$ cat src/rtl/boot_pkg.sv
// Shared types for the boot image sequencer.
// I2C byte-master opcodes and the sequencer state encoding.
package boot_pkg;

    localparam logic I2C_RD = 1'b1;
    localparam logic I2C_WR = 1'b0;

    typedef enum logic [1:0] {
        OP_START = 2'd0,
        OP_WRITE = 2'd1,
        OP_READ  = 2'd2,
        OP_STOP  = 2'd3
    } i2c_op_t;

    typedef enum logic [3:0] {
        ST_IDLE,
        ST_START1,
        ST_DEVW,
        ST_ADDRH,
        ST_ADDRL,
        ST_START2,
        ST_DEVR,
        ST_RDHI,
        ST_RDLO,
        ST_WRAM,
        ST_STOP,
        ST_RETRY,
        ST_DONE,
        ST_ERR
    } boot_state_t;

    function automatic i2c_op_t op_of(boot_state_t s);
        case (s)
            ST_DEVW, ST_ADDRH,
            ST_ADDRL, ST_DEVR: return OP_WRITE;
            ST_RDHI, ST_RDLO:  return OP_READ;
            ST_STOP:           return OP_STOP;
            default:           return OP_START;
        endcase
    endfunction

    function automatic logic is_cmd(boot_state_t s);
        case (s)
            ST_START1, ST_DEVW, ST_ADDRH,
            ST_ADDRL, ST_START2, ST_DEVR,
            ST_RDHI, ST_RDLO, ST_STOP: return 1'b1;
            default:                   return 1'b0;
        endcase
    endfunction

    function automatic logic is_write(boot_state_t s);
        return op_of(s) == OP_WRITE;
    endfunction

endpackage

$ cat src/rtl/boot_word_pack.sv
// Packs a high byte and a low byte into one 16-bit word.
// The valid pulse follows the low-byte strobe by one cycle.
module boot_word_pack (
    input  logic        clk,
    input  logic        rst_n,
    input  logic [7:0]  data,
    input  logic        hi_stb,
    input  logic        lo_stb,
    output logic [15:0] word,
    output logic        valid
);

    logic [7:0] hi;

    always_ff @(posedge clk or negedge rst_n) begin
        if (!rst_n) begin
            hi    <= 8'h00;
            word  <= 16'h0000;
            valid <= 1'b0;
        end else begin
            valid <= lo_stb;
            if (hi_stb)
                hi <= data;
            if (lo_stb)
                word <= {hi, data};
        end
    end

endmodule

$ cat src/rtl/boot_seq_ctrl.sv
// Copies the boot image from an I2C EEPROM into instruction RAM,
// then releases the CPU from reset.
module boot_seq_ctrl
    import boot_pkg::*;
#(
    parameter logic [6:0]  DEV_ADDR   = 7'b1010000,
    parameter logic [15:0] EE_BASE    = 16'h0000,
    parameter int          WORD_COUNT = 10,
    parameter logic [13:0] RAM_BASE   = 14'h0000,
    parameter int          MAX_RETRY  = 3
) (
    input  logic        clk,
    input  logic        rst_n,
    output logic        cmd_valid,
    input  logic        cmd_ready,
    output logic [1:0]  cmd_op,
    output logic [7:0]  cmd_wdata,
    output logic        cmd_nack,
    input  logic        rsp_valid,
    input  logic [7:0]  rsp_rdata,
    input  logic        rsp_nack,
    output logic        ram_we,
    output logic [12:0] ram_addr,
    output logic        ram_bank,
    output logic [15:0] ram_wdata,
    output logic        boot_complete,
    output logic        boot_error,
    output logic        cpu_rst_n
);

    localparam int RW =
        (MAX_RETRY < 1) ? 1 : $clog2(MAX_RETRY + 1);
    localparam logic [14:0] LAST_IDX =
        15'(WORD_COUNT - 1);

    boot_state_t state;
    boot_state_t nxt;
    logic        adv;
    logic        pend;
    logic        nacked;
    logic [RW-1:0] retry_cnt;
    logic [14:0] word_idx;
    logic        last;
    logic        retry_max;
    logic        wr_nack;
    logic [13:0] ram_sum;

    assign last      = word_idx == LAST_IDX;
    assign retry_max = retry_cnt == RW'(MAX_RETRY);
    assign wr_nack   = is_write(state) && rsp_nack;
    assign ram_sum   = RAM_BASE + word_idx[13:0];

    function automatic logic [7:0] wdata_of(boot_state_t s);
        case (s)
            ST_DEVW:  return {DEV_ADDR, I2C_WR};
            ST_ADDRH: return EE_BASE[15:8];
            ST_ADDRL: return EE_BASE[7:0];
            ST_DEVR:  return {DEV_ADDR, I2C_RD};
            default:  return 8'h00;
        endcase
    endfunction

    // Command states advance only on the response to their own command.
    always_comb begin
        nxt = state;
        adv = 1'b0;
        unique case (state)
            ST_IDLE: begin
                adv = 1'b1;
                nxt = ST_START1;
            end
            ST_WRAM: begin
                adv = 1'b1;
                nxt = last ? ST_STOP : ST_RDHI;
            end
            ST_RETRY: begin
                adv = 1'b1;
                nxt = ST_START1;
            end
            ST_DONE, ST_ERR: begin
                adv = 1'b0;
            end
            default: begin
                if (pend && rsp_valid) begin
                    adv = 1'b1;
                    case (state)
                        ST_START1: nxt = ST_DEVW;
                        ST_DEVW:   nxt = wr_nack ? ST_STOP : ST_ADDRH;
                        ST_ADDRH:  nxt = wr_nack ? ST_STOP : ST_ADDRL;
                        ST_ADDRL:  nxt = wr_nack ? ST_STOP : ST_START2;
                        ST_START2: nxt = ST_DEVR;
                        ST_DEVR:   nxt = wr_nack ? ST_STOP : ST_RDHI;
                        ST_RDHI:   nxt = ST_RDLO;
                        ST_RDLO:   nxt = ST_WRAM;
                        ST_STOP: begin
                            if (!nacked)
                                nxt = ST_DONE;
                            else if (retry_max)
                                nxt = ST_ERR;
                            else
                                nxt = ST_RETRY;
                        end
                        default:   nxt = state;
                    endcase
                end
            end
        endcase
    end

    always_ff @(posedge clk or negedge rst_n) begin
        if (!rst_n) begin
            state         <= ST_IDLE;
            cmd_valid     <= 1'b0;
            cmd_op        <= 2'd0;
            cmd_wdata     <= 8'h00;
            cmd_nack      <= 1'b0;
            pend          <= 1'b0;
            nacked        <= 1'b0;
            retry_cnt     <= '0;
            word_idx      <= '0;
            ram_addr      <= 13'h0000;
            ram_bank      <= 1'b0;
            boot_complete <= 1'b0;
            boot_error    <= 1'b0;
            cpu_rst_n     <= 1'b0;
        end else begin
            if (cmd_valid && cmd_ready) begin
                cmd_valid <= 1'b0;
                pend      <= 1'b1;
            end
            if (adv) begin
                state     <= nxt;
                pend      <= 1'b0;
                cmd_valid <= is_cmd(nxt);
                cmd_op    <= op_of(nxt);
                cmd_wdata <= wdata_of(nxt);
                cmd_nack  <= (nxt == ST_RDLO) && last;
                if (wr_nack)
                    nacked <= 1'b1;
                if (nxt == ST_WRAM)
                    {ram_bank, ram_addr} <= ram_sum;
                if (state == ST_WRAM && !last)
                    word_idx <= word_idx + 15'd1;
                if (state == ST_RETRY) begin
                    word_idx  <= '0;
                    retry_cnt <= retry_cnt + 1'b1;
                    nacked    <= 1'b0;
                end
                if (nxt == ST_DONE) begin
                    boot_complete <= 1'b1;
                    cpu_rst_n     <= 1'b1;
                end
                if (nxt == ST_ERR)
                    boot_error <= 1'b1;
            end
        end
    end

    boot_word_pack u_pack (
        .clk    (clk),
        .rst_n  (rst_n),
        .data   (rsp_rdata),
        .hi_stb (adv && state == ST_RDHI),
        .lo_stb (adv && state == ST_RDLO),
        .word   (ram_wdata),
        .valid  (ram_we)
    );

endmodule

$ cat config.mk
export PLATFORM = sky130hd
export DESIGN_NAME = boot_seq_ctrl
export DESIGN_NICKNAME = d
export VERILOG_FILES = /design/src/rtl/boot_pkg.sv /design/src/rtl/boot_word_pack.sv /design/src/rtl/boot_seq_ctrl.sv
export SDC_FILE = /design/constraint.sdc
export NUM_CORES = 1
export LEC_CHECK = 0
export CAP_MARGIN = 20
export CELL_PAD_IN_SITES_DETAIL_PLACEMENT = 0
export CELL_PAD_IN_SITES_GLOBAL_PLACEMENT = 1
export CORE_ASPECT_RATIO = 0.9
export CORE_UTILIZATION = 40
export DETAILED_ROUTE_END_ITERATION = 10
export GPL_TIMING_DRIVEN = 0
export HOLD_SLACK_MARGIN = 0.02
export PLACE_DENSITY_LB_ADDON = 0.08
export SYNTH_ARGS = -nofsm -noshare
export SYNTH_HDL_FRONTEND = slang
export SYNTH_SLANG_ARGS = --single-unit
$ cat constraint.sdc
create_clock -name clk -period 2.85 [get_ports clk]
set_input_delay 0.57 -clock clk [delete_from_list [all_inputs] [get_ports clk]]
set_output_delay 0.57 -clock clk [all_outputs]
set_load 0.02 [all_outputs]
==> run summary <==
Setup repair after global routing left no endpoint under its margin. The worst-case register-to-register setup slack came out at 200 ps. For the clock insertion delay at the later pin of the skew report, the log shows 360 ps. By area the synthesized netlist is led by sky130_fd_sc_hd__dfrtp_1, sky130_fd_sc_hd__nand2_1, sky130_fd_sc_hd__mux2_2.

The row count was 31; the starting density of the core was 0.413. The logs give 0.384 for the share of total power in combinational logic and 7540 um for the routed wire length. The mapped cell area is 0.00333 sq mm, and the flop and latch count out of synthesis is 70. The logs give 0 for the max-capacitance violation count and 4 for the DRC violations left. The tools report the overall track demand over capacity in global routing as 0.186.

The die covers 0.00870 sq mm. The worst slack at placement is -639 ps. The proportion of synthesized flip-flops having asynchronous set or reset came out at 1.00. Clock root buffer: sky130_fd_sc_hd__clkbuf_8. The share of the clock period used by the worst path is 0.929. Category of the worst setup path capture point: a flip-flop. The maximum level of the CTS H-tree is 3.

After detailed routing, the number of vias per cell comes to 5.03. The class of the tightest hold or removal check is in2async. The iteration-0 DRC count of the detailed router is 167, and the height of the die is 88.6 um. The via count of the first global-routing pass came out at 2474. The switching part of the total is 0.366, and the fraction of the core area covered by cells at the end of the flow is 0.529. The data required time of the critical path is 3100 ps, and the number of antenna violations at the first check in global routing is 0. For the finished layout, the period the worst path requires is 2650 ps. The first global-routing pass estimated 12400 um of wire. The total congestion overflow after global routing came out at 0. The number of different library cells in the post-synthesis netlist is 54. The run gives 0 as the total count of hold-check failures in the final report.

The most used flip-flop cell after synthesis is sky130_fd_sc_hd__dfrtp_1. Leading area contributor after synthesis: sky130_fd_sc_hd__dfrtp_1. The checks that failed: DRC.

The final layout contains 418 nets. Data on the critical path arrives at its endpoint at 2890 ps. The portion of the post-synthesis area used by sequential elements came out at 0.526. The fraction of layout cells with a size suffix above 1 came out at 0.157. Between clock sinks in the finished design, the worst skew comes to 9.89 ps.

The run gives 0 as the final max-slew violation count. The headroom to the max-slew limit is 0.599, and the TritonCTS buffer count is 9. The tools report the proportion of power drawn by flip-flops and latches as 0.366. In this run the critical register-to-register path is captured at u_pack.hi[5].

Compared with the post-synthesis result, the final layout area differs by 28.1%. Yosys printed 0 warnings. The run finished, with violations left. Pin placement for this block handled 59 I/O pins.

The tools report the worst reg2reg path startpoint as word_idx[1]. The clock network power share was 0.250. Type of the setup path with the least slack: reg2reg.

For this run, the detailed router's first-pass iteration total came to 7. Power per cell area: 852 mW/mm^2. The logs give 202 ps for the worst setup slack after layout and 2.30 mW for the internal cell power. Entering global routing, the biggest net connects 71 pins. Hold is met by 187 ps. For the final weighted congestion in routability-driven placement, the log shows 0.836. The top-area cell type share of the netlist area works out to 0.526. The number of antenna diodes in the final layout is 0. Achievable clock frequency: 378 MHz. The core footprint was 0.00807 sq mm. The worst-case IR drop observed on VDD is 313 uV.

The net switching component of the power was 1.33 mW; the number of cell instances on the worst register-to-register path was 10. The transition time at the pin with the least slew margin was 594 ps. The post-synthesis area per instance is 10.0 sq um, and the detailed-route wire length per cell is 14.9 um.

Counting every sink on the clock net gives 70. In the layout the commonest cells are sky130_fd_sc_hd__dfrtp_1, sky130_fd_sc_hd__nand2_1, sky130_fd_sc_hd__clkdlybuf4s50_1. Of all nets on the critical path, the largest fanout is 7.

The startpoint type of the worst setup path was a flip-flop. Once detailed placement completed, the half-perimeter wirelength came to 5100 um. For the leakage power total, the log shows 1.96 nW. In this run the remaining antenna-violating nets after routing total 0.

In this run the deepest clock path goes through 2 buffers. In the synthesized netlist, the number of instances is 333. The run gives 2544 as the total via count in the routed design.

The clock-pin slew on the worst setup and hold paths came out at 80 ps. The library cell used most frequently in the layout, excluding fill and tap cells, is sky130_fd_sc_hd__dfrtp_1. The count of buffers added on input and output ports is 53.

The synthesized design contains 0 enable-type register cells. TritonCTS built the clock tree. For the final setup violation count, the log shows 0. From left edge to right edge, the die measures 98.2 um.
[area by class of cell]
class | count | area, sq um
Clock buffer | 11 | 141
Fill cell | 748 | 3800
Multi-Input combinational cell | 234 | 1430
Sequential cell | 70 | 1750
Inverter | 9 | 33.8
Clock inverter | 5 | 82.6
Tap cell | 99 | 124
Timing Repair Buffer | 56 | 571
Buffer | 22 | 133
[kinds of logic (layout without fill, tap and decap cells)]
logic type               Yosys count  after routing  synth area share
adder cells (fa/ha/maj)            3              3            0.0113
other                              1              5           0.00113
AO/OA/AOI/OAI                     54             54             0.109
multiplexers                      19             19            0.0642
AND/OR/NAND/NOR                  142            142             0.208
buffers and inverters             33            103            0.0522
XOR/XNOR                          11             11            0.0289
flip-flops                        70             70             0.526
[metrics by stage]
stage	instances	instance area [sq um]	power [mW]	setup TNS [ps]
2_1_floorplan	337	3350	2.28	0
3_3_place_gp	489	4000	2.71	-95260
3_5_place_dp	490	4030	2.72	-6770
4_1_cts	508	4270	3.66	0
5_1_grt	506	4270	3.87	0
6_report	506	4270	3.63	0
[cells in the mapped netlist (all sizes together), types with 2 or more instances]
master and n:
nor3 4, o21ai 17, dfrtp 70, a21boi 2, buf 14, nand4 4
and2 3, nor4b 2, nor3b 2, o2111ai 3, nand3 13, ha 3
xnor2 8, inv 8, xor2 3, nand2 65, nand2b 4, clkbuf 10
or3 5, nor4 3, a41oi 2, and3 4, nor2b 2, mux2 19
a31oi 4, nor2 26, a211oi 3, o31ai 3, a21oi 10
[per-layer routing]
layer | track usage | up-vias | part of all wire
met3 | 0.0600 | 7 | 0.043
met5 | 0 | - | 0
met1 | 0.254 | 1212 | 0.50
met2 | 0.286 | 45 | 0.45
li1 | - | 1280 | -
met4 | 0.0570 | 0 | 0.0094
[flip-flops by register name, indices dropped and copies added (netlist names), 2 cells and up]
signal and cells:
cmd_wdata 2, u_pack.word 16, ram_addr 13, word_idx 15, retry_cnt 2, cmd_op 2
state 4, u_pack.hi 8
[critical path, stage by stage, from the launching register on]
cell	delay [ps]
sky130_fd_sc_hd__dfrtp_1	420
sky130_fd_sc_hd__inv_1	90
sky130_fd_sc_hd__ha_1	140
sky130_fd_sc_hd__and4bb_2	230
sky130_fd_sc_hd__nand4_1	170
sky130_fd_sc_hd__a311oi_1	310
sky130_fd_sc_hd__a21boi_4	320
sky130_fd_sc_hd__inv_2	100
sky130_fd_sc_hd__nor4b_4	240
sky130_fd_sc_hd__buf_4	190
sky130_fd_sc_hd__mux2_2	330
[power by group through the flow]
stage / combinational [mW] / clock [mW] / sequential (mW)
4_1_cts: 1.39 / 0.932 / 1.33
5_1_grt: 1.53 / 0.971 / 1.36
6_report: 1.40 / 0.907 / 1.33
2_1_floorplan: 0.857 / 0 / 1.42
3_5_place_dp: 1.38 / 0 / 1.35
3_3_place_gp: 1.37 / 0 / 1.35
[worst max-delay path by stage]
stage / start / end / slack, ps / depth (start not counted)
floorplan: word_idx[1] / u_pack.hi[0] / 320 / 9
global placement: rst_n / ram_addr[10] / -1270 / 1
detailed placement: rsp_valid / u_pack.hi[0] / -640 / 8
CTS: rsp_valid / u_pack.hi[0] / 30 / 9
global route: state[3] / u_pack.hi[0] / 30 / 8
finish: word_idx[1] / u_pack.hi[5] / 200 / 10
[timing repair]
action | 4_1_cts | 5_1_grt
endpoints found under the hold margin | 0 | 0
endpoints found under the setup margin | 9 | 8
resized for setup | 1 | 3
hold buffers | 0 | 0
buffers inserted | 2 | 0
pin swaps | 1 | 0
(Power assumes the default switching activity.)
